File: config.mk
export PLATFORM = sky130hd
export DESIGN_NAME = ieee_norm_round_flat
export DESIGN_NICKNAME = d
export VERILOG_FILES = /design/src/rtl/ieee_norm_round_pkg.sv /design/src/rtl/ieee_norm_round_if.sv /design/src/rtl/ieee_norm_round_rne_round.sv /design/src/rtl/ieee_norm_round.sv /design/src/flat_wrapper.sv
export SDC_FILE = /design/constraint.sdc
export NUM_CORES = 1
export LEC_CHECK = 0
export ABC_CLOCK_PERIOD_IN_PS = 2900
export BUFFER_PORTS_ARGS = -buffer_cell sky130_fd_sc_hd__buf_2
export CAP_MARGIN = 20
export CORE_MARGIN = 5
export CORE_UTILIZATION = 52
export DETAILED_ROUTE_END_ITERATION = 6
export PLACE_DENSITY = 0.77
export SLEW_MARGIN = 15
export SYNTH_ARGS = -nofsm -noshare
export SYNTH_HDL_FRONTEND = slang
export SYNTH_HIERARCHICAL = 1
export SYNTH_SLANG_ARGS = --single-unit
File: constraint.sdc
create_clock -name clk -period 2.9 [get_ports clk]
set_input_delay 0.29 -clock clk [delete_from_list [all_inputs] [get_ports clk]]
set_output_delay 0.29 -clock clk [all_outputs]
set_load 0.1 [all_outputs]
File: src/rtl/ieee_norm_round_pkg.sv
// Shared constants, FSM state encoding and the raw adder-result bundle
// for the single-precision post-add normalize/round stage.
package ieee_pkg;

    localparam int          MAG_W    = 28;
    localparam int          EXP_BIAS = 127;
    localparam logic [7:0]  EXP_MAX  = 8'hFF;
    localparam logic [31:0] QNAN     = 32'h7FC0_0000;

    typedef enum logic [1:0] {
        IDLE  = 2'd0,
        NORM  = 2'd1,
        ROUND = 2'd2,
        DONE  = 2'd3
    } state_t;

    // [27] carry, [26] hidden, [25:3] fraction, [2:0] guard/round/sticky
    typedef struct packed {
        logic             sign;
        logic [7:0]       exp;
        logic [MAG_W-1:0] mag;
    } raw_t;

endpackage

File: src/rtl/ieee_norm_round_if.sv
// Handshake and data bundle between the adder, this stage and its consumer.
interface ieee_norm_round_if;
    import ieee_pkg::*;

    logic             in_valid;
    logic             in_ready;
    logic             in_sign;
    logic [7:0]       in_exp;
    logic [MAG_W-1:0] in_mag;

    logic             out_valid;
    logic             out_ready;
    logic [31:0]      out_result;
    logic             out_overflow;
    logic             out_underflow;
    logic             out_inexact;

    modport slave (
        input  in_valid, in_sign, in_exp, in_mag, out_ready,
        output in_ready, out_valid, out_result,
               out_overflow, out_underflow, out_inexact
    );

    modport master (
        output in_valid, in_sign, in_exp, in_mag, out_ready,
        input  in_ready, out_valid, out_result,
               out_overflow, out_underflow, out_inexact
    );
endinterface

File: src/rtl/ieee_norm_round_rne_round.sv
// Round-to-nearest-even of a 24-bit significand with G/R/S, plus overflow detect.
// Latency: combinational.
// Backpressure: none, pure function of its inputs.
module rne_round
    import ieee_pkg::*;
(
    input  logic [23:0] sig,
    input  logic        g,
    input  logic        r,
    input  logic        s,
    input  logic [8:0]  exp,
    output logic [23:0] sig_rnd,
    output logic [8:0]  exp_rnd,
    output logic        overflow,
    output logic        inexact
);
    logic        round_up;
    logic [24:0] sum;

    assign round_up = g & (r | s | sig[0]);
    assign sum      = {1'b0, sig} + {24'd0, round_up};

    // A carry out of the significand renormalizes to 1.0 at the next binade.
    assign sig_rnd  = sum[24] ? 24'h80_0000 : sum[23:0];
    assign exp_rnd  = sum[24] ? exp + 9'd1 : exp;
    assign overflow = (exp_rnd >= {1'b0, EXP_MAX});
    assign inexact  = g | r | s;

endmodule

File: src/rtl/ieee_norm_round.sv
// Normalizes the raw adder result one bit per cycle, rounds RNE and packs IEEE-754.
// Latency: 1 cycle special/zero, 2 normal/carry, 2+k for k left shifts.
// Backpressure: in_ready only in IDLE; result held in DONE until out_ready.
module ieee_norm_round
    import ieee_pkg::*;
(
    input  logic              clk,
    input  logic              rst_n,
    ieee_norm_round_if.slave  io
);
    state_t           state_q, state_d;
    logic             sign_q, sign_d;
    logic [8:0]       exp_q, exp_d;
    logic [MAG_W-1:0] mag_q, mag_d;
    logic             bypass_q, bypass_d;
    logic [31:0]      result_q, result_d;
    logic             ovf_q, ovf_d;
    logic             unf_q, unf_d;
    logic             inx_q, inx_d;
    logic             vld_q, vld_d;
    logic             rdy_q, rdy_d;

    logic [23:0]      sig_rnd;
    logic [8:0]       exp_rnd;
    logic             rnd_ovf;
    logic             rnd_inx;
    logic [7:0]       exp_field;

    rne_round u_rne (
        .sig      (mag_q[26:3]),
        .g        (mag_q[2]),
        .r        (mag_q[1]),
        .s        (mag_q[0]),
        .exp      (exp_q),
        .sig_rnd  (sig_rnd),
        .exp_rnd  (exp_rnd),
        .overflow (rnd_ovf),
        .inexact  (rnd_inx)
    );

    assign exp_field = sig_rnd[23] ? exp_rnd[7:0] : 8'd0;

    always_ff @(posedge clk or negedge rst_n) begin
        if (!rst_n) begin
            state_q  <= IDLE;
            sign_q   <= 1'b0;
            exp_q    <= '0;
            mag_q    <= '0;
            bypass_q <= 1'b0;
            result_q <= '0;
            ovf_q    <= 1'b0;
            unf_q    <= 1'b0;
            inx_q    <= 1'b0;
            vld_q    <= 1'b0;
            rdy_q    <= 1'b1;
        end else begin
            state_q  <= state_d;
            sign_q   <= sign_d;
            exp_q    <= exp_d;
            mag_q    <= mag_d;
            bypass_q <= bypass_d;
            result_q <= result_d;
            ovf_q    <= ovf_d;
            unf_q    <= unf_d;
            inx_q    <= inx_d;
            vld_q    <= vld_d;
            rdy_q    <= rdy_d;
        end
    end

    always_comb begin
        state_d  = state_q;
        sign_d   = sign_q;
        exp_d    = exp_q;
        mag_d    = mag_q;
        bypass_d = bypass_q;
        result_d = result_q;
        ovf_d    = ovf_q;
        unf_d    = unf_q;
        inx_d    = inx_q;
        vld_d    = vld_q;
        rdy_d    = rdy_q;

        case (state_q)
            IDLE: begin
                if (io.in_valid && rdy_q) begin
                    sign_d   = io.in_sign;
                    exp_d    = {1'b0, io.in_exp};
                    mag_d    = io.in_mag;
                    bypass_d = 1'b0;
                    rdy_d    = 1'b0;
                    state_d  = NORM;
                    // Specials and zero pass through ROUND untouched so every
                    // path spends at least one cycle there.
                    if (io.in_exp == EXP_MAX) begin
                        bypass_d = 1'b1;
                        result_d = (io.in_mag[25:3] != '0) ? QNAN
                                                           : {io.in_sign, EXP_MAX, 23'd0};
                        state_d  = ROUND;
                    end else if (io.in_mag == '0) begin
                        bypass_d = 1'b1;
                        result_d = 32'd0;
                        state_d  = ROUND;
                    end else if (io.in_mag[27]) begin
                        mag_d = {1'b0, io.in_mag[27:2], io.in_mag[1] | io.in_mag[0]};
                        exp_d = {1'b0, io.in_exp} + 9'd1;
                    end
                end
            end

            NORM: begin
                if (mag_q[26] || exp_q <= 9'd1) begin
                    state_d = ROUND;
                end else begin
                    mag_d = {mag_q[MAG_W-2:0], 1'b0};
                    exp_d = exp_q - 9'd1;
                end
            end

            ROUND: begin
                if (bypass_q) begin
                    ovf_d = 1'b0;
                    unf_d = 1'b0;
                    inx_d = 1'b0;
                end else if (rnd_ovf) begin
                    result_d = {sign_q, EXP_MAX, 23'd0};
                    ovf_d    = 1'b1;
                    unf_d    = 1'b0;
                    inx_d    = rnd_inx;
                end else begin
                    result_d = {sign_q, exp_field, sig_rnd[22:0]};
                    ovf_d    = 1'b0;
                    unf_d    = rnd_inx && (exp_field == 8'd0);
                    inx_d    = rnd_inx;
                end
                vld_d   = 1'b1;
                state_d = DONE;
            end

            DONE: begin
                if (io.out_ready) begin
                    vld_d   = 1'b0;
                    rdy_d   = 1'b1;
                    state_d = IDLE;
                end
            end

            default: state_d = IDLE;
        endcase
    end

    assign io.in_ready      = rdy_q;
    assign io.out_valid     = vld_q;
    assign io.out_result    = result_q;
    assign io.out_overflow  = ovf_q;
    assign io.out_underflow = unf_q;
    assign io.out_inexact   = inx_q;

endmodule

File: src/flat_wrapper.sv
// flat-port wrapper written by rule: the top's interface ports become plain ports
module ieee_norm_round_flat import ieee_pkg::*;
  (clk, rst_n, io_in_valid, io_in_sign, io_in_exp, io_in_mag, io_out_ready, io_in_ready, io_out_valid, io_out_result, io_out_overflow, io_out_underflow, io_out_inexact);
  ieee_norm_round_if io_i ();
  input  logic clk;
  input  logic rst_n;
  input wire logic [$bits(io_i.in_valid)-1:0] io_in_valid;
  input wire logic [$bits(io_i.in_sign)-1:0] io_in_sign;
  input wire logic [$bits(io_i.in_exp)-1:0] io_in_exp;
  input wire logic [$bits(io_i.in_mag)-1:0] io_in_mag;
  input wire logic [$bits(io_i.out_ready)-1:0] io_out_ready;
  output wire logic [$bits(io_i.in_ready)-1:0] io_in_ready;
  output wire logic [$bits(io_i.out_valid)-1:0] io_out_valid;
  output wire logic [$bits(io_i.out_result)-1:0] io_out_result;
  output wire logic [$bits(io_i.out_overflow)-1:0] io_out_overflow;
  output wire logic [$bits(io_i.out_underflow)-1:0] io_out_underflow;
  output wire logic [$bits(io_i.out_inexact)-1:0] io_out_inexact;
  assign io_i.in_valid = io_in_valid;
  assign io_i.in_sign = io_in_sign;
  assign io_i.in_exp = io_in_exp;
  assign io_i.in_mag = io_in_mag;
  assign io_i.out_ready = io_out_ready;
  assign io_in_ready = io_i.in_ready;
  assign io_out_valid = io_i.out_valid;
  assign io_out_result = io_i.out_result;
  assign io_out_overflow = io_i.out_overflow;
  assign io_out_underflow = io_i.out_underflow;
  assign io_out_inexact = io_i.out_inexact;
  ieee_norm_round u_core (.clk(clk), .rst_n(rst_n), .io(io_i));
endmodule
==> results of run 1 <==
==> where the power goes <==
part / internal (W) / switching, W
Clock: 0.000593 / 0.000421
Combinational: 0.0000511 / 0.0000786
Sequential: 0.00107 / 0.000000186
==> stage by stage <==
step / instance area [µm²] / hold WS, ps / instances
after CTS: 6110 / 8.53 / 813
after global placement: 5850 / 399 / 796
final: 6230 / -4.69 / 819
after floorplan: 5130 / -5.59 / 582
after global routing: 6230 / 62.8 / 819
after detailed placement: 5850 / 412 / 796
==> routing by layer <==
metal	track usage [%]	share of wire (%)
met3	4.76	6.7
met5	0	0
met2	35.0	46
met1	33.8	45
met4	9.53	2.1
==> cell type report <==
| type | instances | area (µm²) |
|---|---|---|
| multi-input cells | 438 | 3030 |
| clock inverters | 6 | 110 |
| inverters | 39 | 146 |
| flip-flops and latches | 77 | 1930 |
| well taps | 133 | 166 |
| fillers | 818 | 3460 |
| clock buffers | 10 | 138 |
| repair buffers | 116 | 711 |
==> state kept, by name (all words and copies together) (netlist names) <==
name,flops
u_core/io.out_result,32
u_core/mag_q,27
u_core/exp_q,9
u_core/state_q,2
u_core/bypass_q,1
u_core/io.in_ready,1
u_core/io.out_inexact,1
u_core/io.out_overflow,1
u_core/io.out_underflow,1
u_core/io.out_valid,1
u_core/sign_q,1
==> cell usage in the layout, fill, tap and decap left out, drive strengths merged, types with 2 or more instances in the layout <==
cell	count
ha	10
and4	4
o22ai	2
nand2b	2
inv	39
nor2b	6
a21oi	19
mux2i	50
mux2	16
o21ai	25
nand4b	2
nor2	25
or4	4
nand4	13
and3	8
nand3	46
xor2	15
clkbuf	11
bufinv	3
a21o	2
nor3b	3
or3	2
nor4	7
nor3	10
buf	115
a211oi	2
or2	6
dfrtp	76
nand2	90
xnor2	15
o211ai	27
o31ai	5
clkinvlp	2
and2	3
==> worst max-delay path, stage by stage, from the launching register on <==
cell      delay, ps
dfrtp_1         360
and2_4          160
ha_4            130
nand4_1         170
and4bb_4        410
and2_4          160
mux2_2          350
o311ai_4        410
nor2b_4         100
nand2_1          80
o31ai_1          60
mux2_1          300
==> what timing repair did <==
action	4_1_cts	5_1_grt
setup buffers	0	5
endpoints found under the setup margin	22	32
hold buffers	0	0
cloned	1	1
gates resized for setup	1	19
pin swaps	0	6
==> how the worst min path moves through the flow <==
stage | startpoint | endpoint | slack [ps] | cells after the start
after floorplan | rst_n | u_core/bypass_q$_DFFE_PN0P_ | -6 | 0
after global placement | rst_n | u_core/io.out_valid$_DFFE_PN0P_ | 400 | 1
after detailed placement | rst_n | u_core/io.out_valid$_DFFE_PN0P_ | 410 | 1
after CTS | rst_n | u_core/io.out_valid$_DFFE_PN0P_ | 9 | 1
after global routing | rst_n | u_core/io.out_valid$_DFFE_PN0P_ | 60 | 1
final | rst_n | u_core/io.out_valid$_DFFE_PN0P_ | -5 | 1
==> reports/qor.csv, run 1 <==
metric;value;unit
cts.clk_slew.worst_paths;80;ps
ios;78;
gp_congestion;0.942;
clk_latency;370;ps
first_iter_violations;318;
vias;4738;
ys_warn_count;6;
crit_arrival;3070;ps
rr_endpoint;u_core/io.out_result[22]$_DFFE_PN0P_;
avgViaCountPerCell;5.79;
path_max_fanout;5;
setup_viol;0;
detailed_place_hpwl;10.0;mm
violations;hold timing;
numPortBuffers;77;
end_kind;flip-flop;
fp.dieH;109;µm
finalHoldViolations;3;
clockBufferDepth;2;
drtPass1Iterations;4;
drc;0;
cts.htree.levels;3;
grt-ovfl-total;0;
post-route-min-period;2810;ps
cts_made_buffers;9;
slew_headroom;47.3;%
post-route-util;64.3;%
fmaxAchievable;356;MHz
finalWirelength;13.8;mm
outcome;finished, violations left;
ant_nets;0;
die-width;109;µm
r2r_start;u_core/mag_q[2]$_DFFE_PN0P_;
drv_cap;0;
grt_usage;23.6;%
startpoint_type;flip-flop;
hp-class;in2async;
fin_ws;88.4;ps
area_delta_synth_final;21.3;%
cp.required;3150;ps
fin_hold_ws;-4.69;ps
fin_skew;10.7;ps
diodes;0;
synth_area;5130;µm²
tightest_slew;791;ps
drv_slew;0;
critPathKind;reg2reg;
rows;36;
r2r_slack;90;ps
p_leak;2.95;nW
netlist_instances;582;
start_util;53.0;%
core;9680;µm²
antenna_found_initial;0;
irDropWorstVdd;0.196;mV
dieArea;12000;µm²
fin_nets;732;
root_buffer;clkbuf_8;
total_power;0.00222;W
syn_area_per_cell;8.82;µm²
grt_max_degree;45;
syn-num-nets;633;
clock-sinks;77;
wl_per_cell;16.9;µm
grt_pass1_wl;22.2;mm
endpoint;u_core/io.out_result[22]$_DFFE_PN0P_;
power.density;356;nW/µm²
startpoint;u_core/mag_q[2]$_DFFE_PN0P_;
cts_tree;built;
layout-drive-gt1-share;25.7;%
reg2reg_depth;11;
grt_pass1_vias;4566;
tns;0;ps
period_share;97.0;%
dp_slack;-57.6;ps
No activity file was read; power rests on OpenSTA's default activity.
==> run 2, diff against run 1 <==
Settings changed: ABC_CLOCK_PERIOD_IN_PS 2900 to 2800, CORE_UTILIZATION 52 to 58, PLACE_DENSITY 0.77 to 0.81.
Clock period 2.9 ns to 2.8 ns, I/O delays scaled along.
==> reports/qor.csv, run 2 (same netlist as run 1, synthesis figures left out) <==
metric;value;unit
post_dp_cell_area;5900;µm²
end_kind;flip-flop;
cts_made_buffers;9;
core;8680;µm²
dieArea;10800;µm²
ios;78;
hp-class;in2reg;
first_iter_violations;322;
cp_cell_sequence;and2_4 > ha_4 > nand4_1 > and4bb_4 > and2_4 > mux2_4 > o311ai_4 > nor2b_4 > nand2_1 > o31ai_1 > mux2_4;
clk_latency;360;ps
period_share;103;%
rows;34;
drv_slew;0;
avgViaCountPerCell;5.94;
ant_nets;0;
critPathKind;reg2reg;
critical_path.slowest_cell;and4bb_4;
power.density;334;nW/µm²
fmaxAchievable;348;MHz
wl_per_cell;17.2;µm
area_delta_synth_final;21.8;%
cts_tree;built;
power_frac_seq;53.2;%
cell_internal_pwr;0.00158;W
cts.clk_slew.worst_paths;90;ps
fill_cells;647;
start_util;59.2;%
critPathMaxStageDelay;450;ps
drc;0;
fin_ws;-76.1;ps
dp.cells;782;
largest_reg_flops;32;
crit_arrival;3130;ps
clock-sinks;77;
post-route-min-period;2880;ps
tightest_slew;751;ps
setup_viol;24;
sw_frac_of_total;24.4;%
outcome;finished, violations left;
cts.htree.levels;3;
crit_family;simple AND/OR/NAND/NOR gates;
slew_headroom;49.2;%
drv_cap;0;
p_clk_share;40.3;%
finalWirelength;13.9;mm
rsz0062_at_grt;true;
final_common_cell;nand2_1;
clockBufferDepth;2;
die-width;104;µm
fin_hold_ws;147;ps
numPortBuffers;77;
p_sw;0.000510;W
total_power;0.00209;W
grt_pass1_wl;22.5;mm
tns;-577;ps
vias;4791;
fin_nets;745;
worst-path-buf-inv;0;
finalHoldViolations;0;
p_comb_share;6.5;%
p_leak;3.00;nW
violations;setup timing;
startpoint_type;flip-flop;
grt_max_degree;40;
fin_cells;807;
fp.dieH;104;µm
detailed_place_hpwl;10.0;mm
antenna_found_initial;0;
r2r_start;u_core/mag_q[2]$_DFFE_PN0P_;
finish.instance_area;6250;µm²
layout-drive-gt1-share;26.9;%
grt_usage;25.0;%
irDropWorstVdd;0.244;mV
grt_pass1_vias;4678;
hold_start;io_out_ready;
grt-ovfl-total;0;
path_max_fanout;5;
startpoint;u_core/mag_q[2]$_DFFE_PN0P_;
cp.required;3060;ps
layout_common_cells;90 x nand2_1, 77 x buf_2, 76 x dfrtp_1, 50 x mux2i_1, 49 x buf_4;
diodes;0;
gp_congestion;0.917;
root_buffer;clkbuf_8;
fin_skew;14.7;ps
drtPass1Iterations;5;
==> run 2: changes by cell type in the layout (fill, tap and decap cells not counted), moves of 2 or more <==
cell       previous run  this run
a21oi_1              19        16
buf_6                 2         0
mux2_4                8        10
a21oi_2               0         3
buf_4                34        49
clkbuf_1              0         2
bufinv_16             3         1
==> run 2: what timing repair did <==
action                                 CTS  global route
gates cloned                             0             1
setup endpoints to repair               32            32
pin swaps                                2             6
buffers inserted                         2             5
hold buffers                             1             0
endpoints found under the hold margin   12             0
gates resized for setup                  6            13
==> run 2: worst register-to-register path, delay by kind of cell, from the launching register on <==
| kind | cells | cell delay (ps) |
|---|---|---|
| AOI/OAI and AO/OA | 2 | 490 |
| adders and majority gates | 1 | 120 |
| DFF | 1 | 370 |
| muxes | 2 | 590 |
| and+or+nand+nor | 6 | 1180 |
==> run 2: stage by stage <==
| step | util (%) | setup WS [ps] |
|---|---|---|
| 2_1_floorplan | - | 10.9 |
| 3_3_place_gp | 68.0 | 10.8 |
| 3_5_place_dp | 68.0 | -154 |
| 4_1_cts | 70.9 | 3.11 |
| 5_1_grt | 72.0 | -128 |
| 6_report | 72.0 | -76.1 |
==> run 2: final timing paths <==
check	endpoint	slack, ps	cells after the start
worst max register to register	u_core/io.out_result[22]$_DFFE_PN0P_	-80	11
worst min-delay path	u_core/io.out_valid$_DFFE_PN0P_	150	2
worst max-delay path	u_core/io.out_result[22]$_DFFE_PN0P_	-80	11
min in group asynchronous	u_core/io.out_result[31]$_DFFE_PN0P_	530	3
worst min register to register	u_core/io.out_result[23]$_DFFE_PN0P_	500	1
max in group asynchronous	u_core/mag_q[20]$_DFFE_PN0P_	1870	3
==> run 2: layout make-up <==
| type | count | area (µm²) | area share (%) |
|---|---|---|---|
| Timing Repair Buffer | 129 | 803 | 12.8 |
| Tap cell | 108 | 135 | 2.16 |
| Sequential cell | 77 | 1930 | 30.8 |
| Clock buffer | 11 | 131 | 2.10 |
| Clock inverter | 5 | 61.3 | 0.981 |
| Multi-Input combinational cell | 438 | 3050 | 48.7 |
| Inverter | 39 | 146 | 2.34 |
==> run 2: routing by layer <==
layer | vias up | GRT usage (%) | share of wire, %
li1 | 2289 | - | -
met1 | 2294 | 34.0 | 43
met2 | 190 | 40.7 | 48
met3 | 18 | 3.79 | 7.1
met4 | 0 | 8.51 | 1.3
met5 | - | 0 | 0
==> run 2: power by group through the flow <==
stage | clock network (W) | registers [W] | logic, W
after CTS | 0.000854 | 0.00111 | 0.000137
after global routing | 0.000893 | 0.00111 | 0.000151
final | 0.000841 | 0.00111 | 0.000136
after floorplan | 0 | 0.00114 | 0.0000508
after detailed placement | 0 | 0.00113 | 0.000135
after global placement | 0 | 0.00113 | 0.000131
==> run 3, diff against run 2 <==
Settings changed: CELL_PAD_IN_SITES_DETAIL_PLACEMENT set to 1, CELL_PAD_IN_SITES_GLOBAL_PLACEMENT set to 2, CORE_UTILIZATION 58 to 35, PLACE_DENSITY 0.81 to unset, PLACE_DENSITY_LB_ADDON set to 0.1.
==> reports/qor.csv, run 3 (same netlist as run 1, synthesis figures left out) <==
metric;value;unit
path_max_fanout;7;
finalWirelength;16.2;mm
tns;0;ps
drc;0;
p_leak;3.06;nW
gp_congestion;0.792;
grt_pass1_wl;26.5;mm
grt_usage;18.5;%
critPathMaxStageDelay;370;ps
clockBufferDepth;2;
tightest_slew;605;ps
multi_input_area;3010;µm²
critPathKind;reg2reg;
r2r_start;u_core/mag_q[3]$_DFFE_PN0P_;
cts_tree;built;
start_util;35.5;%
fp.dieH;131;µm
area_delta_synth_final;26.4;%
avgViaCountPerCell;5.33;
drv_slew;0;
irDropWorstVdd;0.262;mV
grt_max_degree;78;
first_iter_violations;239;
fin_skew;6.92;ps
crit_arrival;2920;ps
finalHoldViolations;0;
rows;44;
fill_cells;1749;
total_power;0.00255;W
outcome;completed;
final_common_cell;nand2_1;
post-route-util;44.8;%
fin_hold_ws;162;ps
layout_common_cells;90 x nand2_1, 76 x buf_2, 76 x dfrtp_1, 50 x mux2i_1, 45 x nand3_1;
hp-class;in2reg;
detailed_place_hpwl;12.0;mm
crit_family;simple AND/OR/NAND/NOR gates;
post_dp_cell_area;6000;µm²
ant_nets;0;
finish.instance_area;6490;µm²
r2r_slack;100;ps
fin_nets;740;
vias;4681;
clk_latency;340;ps
power.density;393;nW/µm²
wl_per_cell;18.4;µm
numPortBuffers;77;
antenna_found_initial;0;
die-width;131;µm
drtPass1Iterations;4;
drv_cap;0;
root_buffer;clkbuf_16;
clock-sinks;77;
setup_viol;0;
reg2reg_depth;13;
rr_endpoint;u_core/io.out_result[2]$_DFFE_PN0P_;
hold_start;io_out_ready;
period_share;96.4;%
rsz0062_at_grt;true;
cp_cell_sequence;and2_4 > ha_4 > nand4_1 > and4bb_4 > and2_4 > mux2_4 > o311ai_4 > nor2b_4 > buf_12 > buf_6 > buf_12 > nand2_1 > mux2i_1;
slew_headroom;59.5;%
dieArea;17200;µm²
largest_reg_flops;32;
critical_path.slowest_cell;and4bb_4;
diodes;0;
fmaxAchievable;371;MHz
hold_path_end;u_core/io.out_valid$_DFFE_PN0P_;
cts.clk_slew.worst_paths;60;ps
worst-path-buf-inv;3;
end_kind;flip-flop;
hold_depth;2;
cts_made_buffers;9;
startpoint_type;flip-flop;
ios;78;
ff_latch_area;1930;µm²
core;14500;µm²
grt_pass1_vias;4888;
cp.required;3020;ps
post-route-min-period;2700;ps
grt-ovfl-total;0;
cts.htree.levels;3;
layout-drive-gt1-share;25.8;%
run 3: final cells by class:
| cell class | count | area share, % |
|---|---|---|
| well taps | 184 | 3.55 |
| clock inverters | 4 | 1.08 |
| flip-flops and latches | 77 | 29.7 |
| inverters | 39 | 2.26 |
| clock buffers | 12 | 3.95 |
| multi-input cells | 437 | 46.4 |
| repair buffers | 125 | 13.0 |
run 3: how the worst max path moves through the flow:
stage	startpoint	endpoint	slack, ps	depth (start not counted)
after floorplan	u_core/mag_q[2]$_DFFE_PN0P_	u_core/io.out_result[22]$_DFFE_PN0P_	10	13
after global placement	u_core/mag_q[3]$_DFFE_PN0P_	u_core/io.out_underflow$_DFFE_PN0P_	110	12
after detailed placement	u_core/mag_q[3]$_DFFE_PN0P_	u_core/io.out_underflow$_DFFE_PN0P_	6	12
after CTS	u_core/mag_q[3]$_DFFE_PN0P_	u_core/io.out_result[23]$_DFFE_PN0P_	50	12
after global routing	u_core/mag_q[3]$_DFFE_PN0P_	u_core/io.out_result[6]$_DFFE_PN0P_	-20	13
final	u_core/mag_q[3]$_DFFE_PN0P_	u_core/io.out_result[2]$_DFFE_PN0P_	100	13
run 3: what timing repair did:
action,4_1_cts,5_1_grt
buffers inserted,0,5
hold buffers,0,1
pin swaps,0,6
hold endpoints to repair,0,29
cloned,0,1
resized for setup,1,11
setup endpoints to repair,1,9
run 3: per-stage QoR:
step	setup slack, ps	cells
after global placement	111	854
final	102	878
after CTS	48.6	870
after detailed placement	6.02	854
after global routing	-19.5	878
after floorplan	10.9	582
run 3: report_power, final:
group | switching, W | internal [W]
sequential | 0.000000215 | 0.00111
combinational | 0.0000858 | 0.0000568
clock | 0.000468 | 0.000827
total | 0.000554 | 0.00200
run 3: routing by layer:
layer	vias to the layer above	routed length, µm	GRT usage [%]
met1	2322	8070	27.6
met3	9	604	2.83
li1	2275	-	-
met2	75	7320	27.8
met5	-	0	0
met4	0	179	5.43
